**config.mk**
```make
export PLATFORM = sky130hd
export DESIGN_NAME = df_fir_param
export DESIGN_NICKNAME = d
export VERILOG_FILES = /design/src/rtl/df_pkg.sv /design/src/rtl/df_delay_line.sv /design/src/rtl/df_fir_param.sv
export SDC_FILE = /design/constraint.sdc
export NUM_CORES = 1
export LEC_CHECK = 0
export BUFFER_PORTS_ARGS = -buffer_cell sky130_fd_sc_hd__buf_2
export CAP_MARGIN = 20
export CORE_UTILIZATION = 35
export CTS_CLUSTER_DIAMETER = 100
export DETAILED_ROUTE_END_ITERATION = 10
export PLACE_DENSITY = 0.57
export SETUP_SLACK_MARGIN = 0.05
export SLEW_MARGIN = 20
export SYNTH_ARGS = -nofsm -noshare
export SYNTH_HDL_FRONTEND = slang
export SYNTH_SLANG_ARGS = --single-unit
export TNS_END_PERCENT = 20
```
**constraint.sdc**
```tcl
create_clock -name clk -period 4.1 [get_ports clk]
set_input_delay 0.205 -clock clk [delete_from_list [all_inputs] [get_ports clk]]
set_output_delay 0.205 -clock clk [all_outputs]
set_load 0.05 [all_outputs]
```
**src/rtl/df_pkg.sv**
```systemverilog
// Shared definitions for the parametrised moving-sum FIR:
// output mode encodings and a sign-extension helper.
package df_pkg;

    localparam logic [1:0] MODE_SUM    = 2'b00;
    localparam logic [1:0] MODE_AVG    = 2'b01;
    localparam logic [1:0] MODE_DIFF   = 2'b10;
    localparam logic [1:0] MODE_BYPASS = 2'b11;

    // Replicates bit msb of v into every higher bit; callers truncate to OUT_W.
    function automatic logic [31:0] sext(input logic [31:0] v,
                                         input logic [4:0]  msb);
        logic [31:0] r;
        r = v;
        for (int i = 0; i < 32; i++) begin
            if (5'(i) > msb) r[i] = v[msb];
        end
        return r;
    endfunction

endpackage

```
**src/rtl/df_delay_line.sv**
```systemverilog
// Sample history shift register for the FIR window.
// Tap 0 is the most recent accepted sample (h[1]).
module df_delay_line
    import df_pkg::*;
#(
    parameter int DATA_W = 8,
    parameter int DEPTH  = 3
) (
    input  logic                    clk,
    input  logic                    rst,
    input  logic                    clr,
    input  logic                    shift,
    input  logic [DATA_W-1:0]       din,
    output logic [DEPTH*DATA_W-1:0] taps
);

    logic [DATA_W-1:0] h [DEPTH];

    // A clear with a shift loads din into an otherwise zeroed history.
    always_ff @(posedge clk) begin
        if (rst) begin
            for (int k = 0; k < DEPTH; k++) h[k] <= '0;
        end else if (shift) begin
            h[0] <= din;
            for (int k = 1; k < DEPTH; k++) h[k] <= clr ? '0 : h[k-1];
        end else if (clr) begin
            for (int k = 0; k < DEPTH; k++) h[k] <= '0;
        end
    end

    always_comb begin
        taps = '0;
        for (int k = 0; k < DEPTH; k++) taps[k*DATA_W +: DATA_W] = h[k];
    end

endmodule

```
**src/rtl/df_fir_param.sv**
```systemverilog
// N-tap moving-sum FIR with SUM / AVG / DIFF / BYPASS output modes,
// one registered result per accepted sample.
module df_fir_param
    import df_pkg::*;
#(
    parameter int DATA_W   = 8,
    parameter int TAPS     = 4,
    parameter int TAP_LOG2 = $clog2(TAPS),
    parameter int OUT_W    = DATA_W + TAP_LOG2
) (
    input  logic              clk,
    input  logic              rst,
    input  logic              clr,
    input  logic              in_valid,
    input  logic [DATA_W-1:0] in_data,
    input  logic [1:0]        mode,
    output logic              out_valid,
    output logic [OUT_W-1:0]  out_data,
    output logic              primed
);

    localparam int         DEPTH = TAPS - 1;
    localparam int         CNT_W = $clog2(TAPS + 1);
    localparam logic [4:0] DMSB  = 5'(DATA_W - 1);

    logic [DEPTH*DATA_W-1:0] taps;
    logic [DEPTH*DATA_W-1:0] hist;
    logic [OUT_W-1:0]        sum;
    logic [DATA_W:0]         diff;
    logic [OUT_W-1:0]        res;
    logic [CNT_W-1:0]        cnt;
    logic [CNT_W-1:0]        cnt_nxt;

    function automatic logic [OUT_W-1:0] ext(input logic [DATA_W-1:0] v);
        return OUT_W'(sext(32'(v), DMSB));
    endfunction

    df_delay_line #(
        .DATA_W (DATA_W),
        .DEPTH  (DEPTH)
    ) u_dl (
        .clk   (clk),
        .rst   (rst),
        .clr   (clr),
        .shift (in_valid),
        .din   (in_data),
        .taps  (taps)
    );

    // A same-cycle clear makes the sample see an all-zero history.
    always_comb begin
        hist = clr ? '0 : taps;
        sum  = ext(in_data);
        for (int k = 0; k < DEPTH; k++) begin
            sum = sum + ext(hist[k*DATA_W +: DATA_W]);
        end
        diff = {in_data[DATA_W-1], in_data}
             - {hist[DATA_W-1], hist[DATA_W-1:0]};
        res  = '0;
        unique case (mode)
            MODE_SUM:    res = sum;
            MODE_AVG:    res = OUT_W'($signed(sum) >>> TAP_LOG2);
            MODE_DIFF:   res = OUT_W'(sext(32'(diff), 5'(DATA_W)));
            MODE_BYPASS: res = ext(in_data);
        endcase
    end

    always_comb begin
        cnt_nxt = cnt;
        if (clr) begin
            cnt_nxt = in_valid ? CNT_W'(1) : '0;
        end else if (in_valid && cnt != CNT_W'(TAPS)) begin
            cnt_nxt = cnt + CNT_W'(1);
        end
    end

    always_ff @(posedge clk) begin
        if (rst) begin
            cnt       <= '0;
            primed    <= 1'b0;
            out_valid <= 1'b0;
            out_data  <= '0;
        end else begin
            cnt       <= cnt_nxt;
            primed    <= (cnt_nxt == CNT_W'(TAPS));
            out_valid <= in_valid;
            if (in_valid) out_data <= res;
        end
    end

endmodule

```
Word level (Yosys, flattened, before mapping) --
Memory sizes are Yosys's and may differ from the RTL's. Cells that the tools add are included.
Operators by class: add/subtract/negate cells 5, multiply operators 0, div/mod/pow operators 0, order comparisons 0, equality and inequality tests 5, shift operators 0, muxes and demuxes 22, bitwise logic cells 6, reduce and logical (&&, ||, !) cells 2
Operators with widths (count):
- 2-to-1 mux 8 bit | 8
- one-hot mux 10 bit (4 select lines) | 1
- 2-to-1 mux 24 bit | 1
- adder 10 bit | 1
- adder 9 x 8 -> 10 bit | 1
- 2-to-1 mux 1 bit | 10
- adder 8 x 8 -> 9 bit | 1
- subtractor 8 x 8 -> 9 bit | 1
- 2-to-1 mux 3 bit | 2
- bitwise OR 1 bit | 6
- == test 2 bit (second input constant) | 2
- adder 3 x 1 -> 3 bit (second input constant) | 1
- == test 3 bit (second input constant) | 1
- inequality test 3 bit (second input constant) | 1
- == test 2 x 1 -> 1 bit (second input constant) | 1
- zero test 2 bit | 1
- logical AND 1 bit | 1
Word-level totals: bits in registers 15, bits in latches 0, memory bits (writable) 24, bits in read-only memories 0, input bits 14, output and inout bits 12, logic and storage cells 45, memories kept 1
Memory list:
- u_dl.h | words 3, width 8, rd ports 3, clocked after Yosys merged registers in 0, write ports 3, RTL line df_delay_line.sv:17 | logic [DATA_W-1:0] h [DEPTH];

Logic depth before layout (Yosys ltp) --
Gate-level depths: netlist of the first run.
depth after elaboration 5, gate-level depth with buffers 17, depth with buffers taken out 16

Hierarchy --
From an unflattened synthesis of the first run, not the netlist that was laid out.
Unflattened totals: cells, all modules 314, area, all modules 3173.0 um^2
Modules (own cells, without submodules):
- df_fir_param | times used 1, cells an instance 260, area an instance 2130.8 um^2, seq. area each 300.3 um^2
- df_delay_line | times used 1, cells an instance 54, area an instance 1042.2 um^2, seq. area each 720.7 um^2

Worst setup path before layout of the first run --
OpenSTA, ideal clock, no wires.
path kind input to register, start input clr, end register out_data[3], setup time 128 ps, arrival time 3561 ps, data required time 3972 ps, path slack 411 ps, cell stages on the path 16, path buffers 2, cell sequence buf_2 inv_2 clkbuf_1 nand2_1 fa_1 fa_1 inv_1 ha_1 inv_1 fa_1 nand2b_2 a21oi_1 xor2_1 mux4_2 mux2i_1 nor2_1
Between the ends: word-level cells in the longest chain between the ends 5, elaborated cells between the ends (all ways) 6, classes of those cells add/sub (4); mux (2)
Ends and longest elaborated chain:
- start: declaration | RTL line df_fir_param.sv:13 | input logic clr,
- 2-to-1 mux 24 bit * | RTL line df_fir_param.sv:52 | hist = clr ? '0 : taps;
- adder 8 x 8 -> 9 bit | RTL line df_fir_param.sv:55 | sum = sum + ext(hist[k*DATA_W +: DATA_W]);
- adder 9 x 8 -> 10 bit | RTL line df_fir_param.sv:55
- adder 10 bit | RTL line df_fir_param.sv:55
- one-hot mux 10 bit (4 select lines) * | RTL line df_fir_param.sv:60 | unique case (mode)
- end signal: assignment | RTL line df_fir_param.sv:87 | if (in_valid) out_data <= res;
- end: declaration | RTL line df_fir_param.sv:18 | output logic [OUT_W-1:0] out_data,
Every way passes the cells marked *; elsewhere a longest branch is shown, timed or not. A chain may end at the register's enable or synchronous reset.

==> results of run 1 <==
==> critical path, stage by stage, from the launching register on <==
cell      delay [ns]
edfxtp_1        0.40
nor3b_2         0.20
inv_1           0.10
nand2_1         0.06
ha_1            0.17
a31oi_1         0.22
fa_1            0.46
inv_1           0.07
ha_1            0.17
inv_1           0.06
fa_1            0.39
nand2b_2        0.22
a21oi_1         0.16
xor2_1          0.09
mux4_2          0.46
mux2i_1         0.14
nor2_1          0.05
==> per-layer routing <==
| layer | routed length [µm] | up-vias | GRT usage (%) |
|---|---|---|---|
| met1 | 3060 | 1009 | 21.6 |
| met5 | 0 | - | 0 |
| met4 | 95 | 0 | 4.36 |
| li1 | - | 1082 | - |
| met3 | 195 | 8 | 2.60 |
| met2 | 2750 | 35 | 25.1 |
==> power groups by stage <==
stage	logic, µW	clock network [µW]	registers, µW
after floorplan	237	0	500
after CTS	357	261	452
after global placement	352	0	460
after detailed placement	355	0	461
after global routing	397	271	455
final	354	248	452
==> kinds of logic (layout without fill, tap and decap cells) <==
kind of cell,Yosys count,after routing,synth area share [%]
flip-flops,39,39,35.0
AND/OR/NAND/NOR,108,108,17.0
buffers and inverters,44,66,5.75
AO/OA/AOI/OAI,53,53,13.5
adder cells (fa/ha/maj),36,36,19.8
multiplexers,10,10,4.72
XOR/XNOR,14,14,4.20
==> path summary, 6_finish.rpt <==
kind	cells past startpoint	from	to
worst min register to register	2	out_data[7]	out_data[7]
worst max-delay path	16	u_dl.h[0][0]	out_data[3]
worst min-delay path	2	clr	cnt[1]
worst max register to register	16	u_dl.h[0][0]	out_data[3]
==> sequential cells by signal, indices dropped and copies added, names as in the netlist <==
register and cells:
cnt 3, out_data 10, primed 1, u_dl.h 24, out_valid 1
==> per-stage QoR <==
step | power (µW) | hold slack, ns
after CTS | 1070 | 0.232
after detailed placement | 816 | 0.440
after floorplan | 737 | 0.294
after global routing | 1120 | 0.260
final | 1050 | 0.246
after global placement | 812 | 0.438
==> final cells by class <==
class	instances	area share, %
inverter	32	3.74
multi-input combinational	221	53.9
clock inverter	2	0.234
sequential	39	31.8
tap	102	3.98
timing repair buffer	26	4.13
clock buffer	6	2.26
==> cell usage in the layout (no fill, tap or decap), drive strengths merged, types with 2 or more instances in the layout <==
master,Yosys,routed
a31oi,2,2
xnor2,6,6
and2,3,3
clkbuf,9,6
nor2b,8,8
mux4,3,3
a22oi,2,2
a2111oi,2,2
a211oi,3,3
ha,19,19
o21ai,7,7
a21o,5,5
nor3,3,3
inv,32,32
o211ai,4,4
nor2,41,41
mux2i,7,7
xor2,8,8
buf,3,26
clkinv,0,2
nand2,36,36
nand2b,6,6
a21bo,2,2
a21oi,14,14
edfxtp,24,24
fa,17,17
nor4,2,2
and3,2,2
dfxtp,15,15
==> impl_metrics.toml, run 1 <==
[run_status]
outcome = "complete, no violations"

[clock_network]
clock-sinks = 39
htreeDepth = 2
cts_tree = "yes"
clk_latency_ns = 0.29
cts_resized = 0
cts_setup_buffers = 0
clk_path_buf_depth = 2
numCtsBuffers = 5
ctsHoldBuffers = 0
clock_tree.root_cell = "clkbuf_8"
cts.reportedPaths.clkPinSlew_ns = 0.07

[setup_path]
crit_fanout = 3
endpoint_kind = "flop"
crit_type = "flop to flop"
crit_arrival_ns = 3.70
reg2reg_slack_ns = 0.57
worstPathRequired_ns = 4.27
cp-start-kind = "flop"

[global_route]
grt_max_degree = 25
grt_pass1_wl_um = 10500
grt_remaining_overflow = 0
antenna_found_initial = 0
grt_pass1_vias = 2185
grt_usage_pct = 15.6

[detailed_routing]
ant_nets = 0
routed_wl_um = 6100
via_per_inst = 4.99
drc_errors = 0
wl_per_cell_um = 14.3
drt_iter0_drc = 69
drt_pre_antenna_iters = 4
num_vias = 2134

[logic_synthesis]
synthTopCellsByCount = "41 x nor2_1, 36 x nand2_1, 31 x inv_1"
synthFlopType = "edfxtp_1"
syn_nets = 354
synth_edf_count = 24
ys_types = 54
ys_warn_count = 0
avgSynthCellArea_um2 = 9.60
syn_inst = 304
synth_most_common_cell = "nor2_1"
yosysTopAreaCellShare_pct = 24.7
yosys_register_bits = 39
seq_area_frac_synth_pct = 35.0
synth.top_cells.by_area = "edfxtp_1 25%, fa_1 12%, dfxtp_1 10%"
synth_top_cell_by_area = "edfxtp_1"
ys_async_sr_fraction_pct = 0
syn_area_mm2 = 0.00292

[place]
placedInstanceArea_mm2 = 0.00313
place_inst = 420
numPortBuffers = 25
pre_cts_ws_ns = 0.274
routabilityCongestion = 0.759
hpwl_um = 4780

[timing]
worst_slack_ns = 0.569
setup_viol = 0
clock.fmax_mhz = 283
rsz0062_at_grt = "no"
fin_crit_sh_pct = 86.1
max-slew-margin-rel_pct = 31.9
drv_slew = 0
max_slew.worst_pin.slew_ns = 1.02
min_period_ns = 3.53
setup_tns_ns = 0
final-hold-violation-count = 0
clock_skew_ns = 0.00884

[power]
combPwrFrac_pct = 33.6
sw_frac_of_total_pct = 34.2
powerDensity_mw_per_mm2 = 328
seqPwrFrac_pct = 42.9
p_int_uw = 693
switchingPower_uw = 361
p_leak_uw = 0.00143
ir_worst_vdd_mv = 0.157
clockPowerShare_pct = 23.6

[cells_and_area]
seqCellArea_mm2 = 0.00102
n_antenna_cell = 0
nets = 375
finalCoreUtilization_pct = 40.7
fin_cells = 428
syn_to_final_growth_pct = 10.0
fill_cells = 801
drive_above_1_share_pct = 12.9
multi_input_area_mm2 = 0.00173
final_area_mm2 = 0.00321

[floorplanning]
fp.coreArea_mm2 = 0.00789
fp.dieH_um = 93.3
start_util_pct = 37.0
die-area_mm2 = 0.00871
die_x_um = 93.3
rows = 32
top_level_ports = 26

[run]
max_cap_violations = 0

[worst_hold_path]
holdCritPathClass = "input port to flop"
Power figures use the tool's default switching activity.
==> run 2, diff against run 1 <==
--- a/config.mk
+++ b/config.mk
@@ -11,6 +11,7 @@
 export CTS_CLUSTER_DIAMETER = 100
 export DETAILED_ROUTE_END_ITERATION = 10
 export PLACE_DENSITY = 0.57
+export RECOVER_POWER = 100
 export SETUP_SLACK_MARGIN = 0.05
 export SLEW_MARGIN = 20
 export SYNTH_ARGS = -nofsm -noshare
==> impl_metrics.toml, run 2 (same netlist as run 1, synthesis figures left out) <==
[place]
placedInstanceArea_mm2 = 0.00313
pre_cts_ws_ns = 0.274
hpwl_um = 4780
routabilityCongestion = 0.759
numPortBuffers = 25

[clock_network]
clk_path_buf_depth = 2
cts_tree = "yes"
cts_setup_buffers = 0
cts_resized = 0
cts.reportedPaths.clkPinSlew_ns = 0.07
ctsHoldBuffers = 0
numCtsBuffers = 5
htreeDepth = 2
clock-sinks = 39
clock_tree.root_cell = "clkbuf_8"
clk_latency_ns = 0.29

[setup_path]
worstPathBufferInverterCount = 4
rr_worst_depth = 16
startpoint = "clr"
crit_arrival_ns = 3.80
cp_slowest_cell = "fa_1"
crit_type = "input port to flop"
endpoint_kind = "flop"
slowest_delay_ns = 0.49
worstPathRequired_ns = 4.24
crit_fanout = 19
cp-start-kind = "input port"
timing.rr.start = "u_dl.h[0][0]"
worstSetupPathDepth = 15
path_common_cell = "fa_1"
path_cells = "clkbuf_1, inv_2, nand2_1, fa_1, fa_1, inv_1, ha_1, inv_1, fa_1, nand2b_2, a21oi_1, a2111oi_4, xnor2_1, a2111oi_2, nor4_1"
critPathTopFamily = "adder cells"

[cells_and_area]
drive_above_1_share_pct = 7.98
final_area_mm2 = 0.00319
largestRegisters = "u_dl.h x24, out_data x10, cnt x3"
final_common_cell = "nor2_1"
nets = 375
n_antenna_cell = 0
final_cell_mix = "41 x nor2_1, 36 x nand2_1, 31 x inv_1, 24 x edfxtp_1, 19 x ha_1"
syn_to_final_growth_pct = 9.31
top_register = "u_dl.h"
largest_reg_flops = 24

[detailed_routing]
maxUsedRoutingLayer = "met4"
via_per_inst = 5.01
dr_wl_met2_um = 2760
wl_per_cell_um = 14.3
num_vias = 2145
wl_met1_um = 3030
drc_errors = 0
route.met3.wl_um = 232
routed_wl_um = 6120
drt_iter0_drc = 80
ant_nets = 0
drt_pre_antenna_iters = 4

[timing]
fin_crit_sh_pct = 89.1
worst_slack_ns = 0.448
setup_tns_ns = 0
setup_viol = 0
rsz0062_at_grt = "no"
min_period_ns = 3.65
hold_ws_ns = 0.306
final-hold-violation-count = 0
clock_skew_ns = 0.00870
max_slew.worst_pin.slew_ns = 1.01
clock.fmax_mhz = 274
drv_slew = 0
max-slew-margin-rel_pct = 32.4

[global_route]
antenna_found_initial = 0
grt_max_degree = 25
grt_pass1_vias = 2185
grt_remaining_overflow = 0
grt_usage_pct = 15.6
grt_pass1_wl_um = 10500

[worst_hold_path]
min_path_cells = 2
min_from = "in_data[0]"
holdCritPathClass = "input port to flop"

[floorplanning]
top_level_ports = 26
start_util_pct = 37.0
die-area_mm2 = 0.00871
die_x_um = 93.3
rows = 32
fp.dieH_um = 93.3
fp.coreArea_mm2 = 0.00789

[power]
ir_worst_vdd_mv = 0.156
powerDensity_mw_per_mm2 = 329
total_power_uw = 1050
p_leak_uw = 0.00138

[run]
max_cap_violations = 0

[run_status]
outcome = "complete, no violations"
-- run 2: cell count changes in the layout (fill, tap and decap cells not counted), sizes merged --
cell    delta
buf       -14
clkbuf    +14
-- run 2: final cells by class --
type | instances | area, µm²
fill | 807 | 4700
clock inverter | 2 | 7.51
multi-input combinational | 221 | 1730
timing repair buffer | 26 | 115
sequential | 39 | 1020
clock buffer | 6 | 72.6
tap | 102 | 128
inverter | 32 | 120
-- run 2: report_power, final --
group	internal (µW)	switching, µW
clock network	116	132
logic	132	218
registers	442	10.7
-- run 2: per-stage QoR --
step / std cells / util, %
CTS: 428 / 40.7
global route: 428 / 40.4
floorplan: 304 / -
finish: 428 / 40.4
detailed placement: 420 / 39.7
global placement: 420 / 39.7
-- run 2: worst register-to-register path, cell delays in order (launching register included) --
cell and delay (ns):
edfxtp_1 0.40, nor3b_2 0.20, inv_1 0.12, nand2_1 0.06
ha_1 0.17, a31oi_1 0.22, fa_1 0.46, inv_1 0.07
ha_1 0.17, inv_1 0.06, fa_1 0.39, nand2b_2 0.21
a21oi_1 0.24, a2111oi_4 0.09, xnor2_1 0.17, a2111oi_2 0.36
nor4_1 0.08
-- run 2: worst paths after layout --
path	to	slack, ns
hold reg to reg	out_data[7]	0.45
setup / recovery	out_data[5]	0.45
hold / removal	u_dl.h[0][0]	0.31
setup reg to reg	out_data[5]	0.50
-- run 2: routing by layer --
metal | vias to the layer above | track usage (%)
li1 | 1083 | -
met1 | 1009 | 21.6
met2 | 45 | 25.1
met3 | 8 | 2.60
met4 | 0 | 4.36
met5 | - | 0
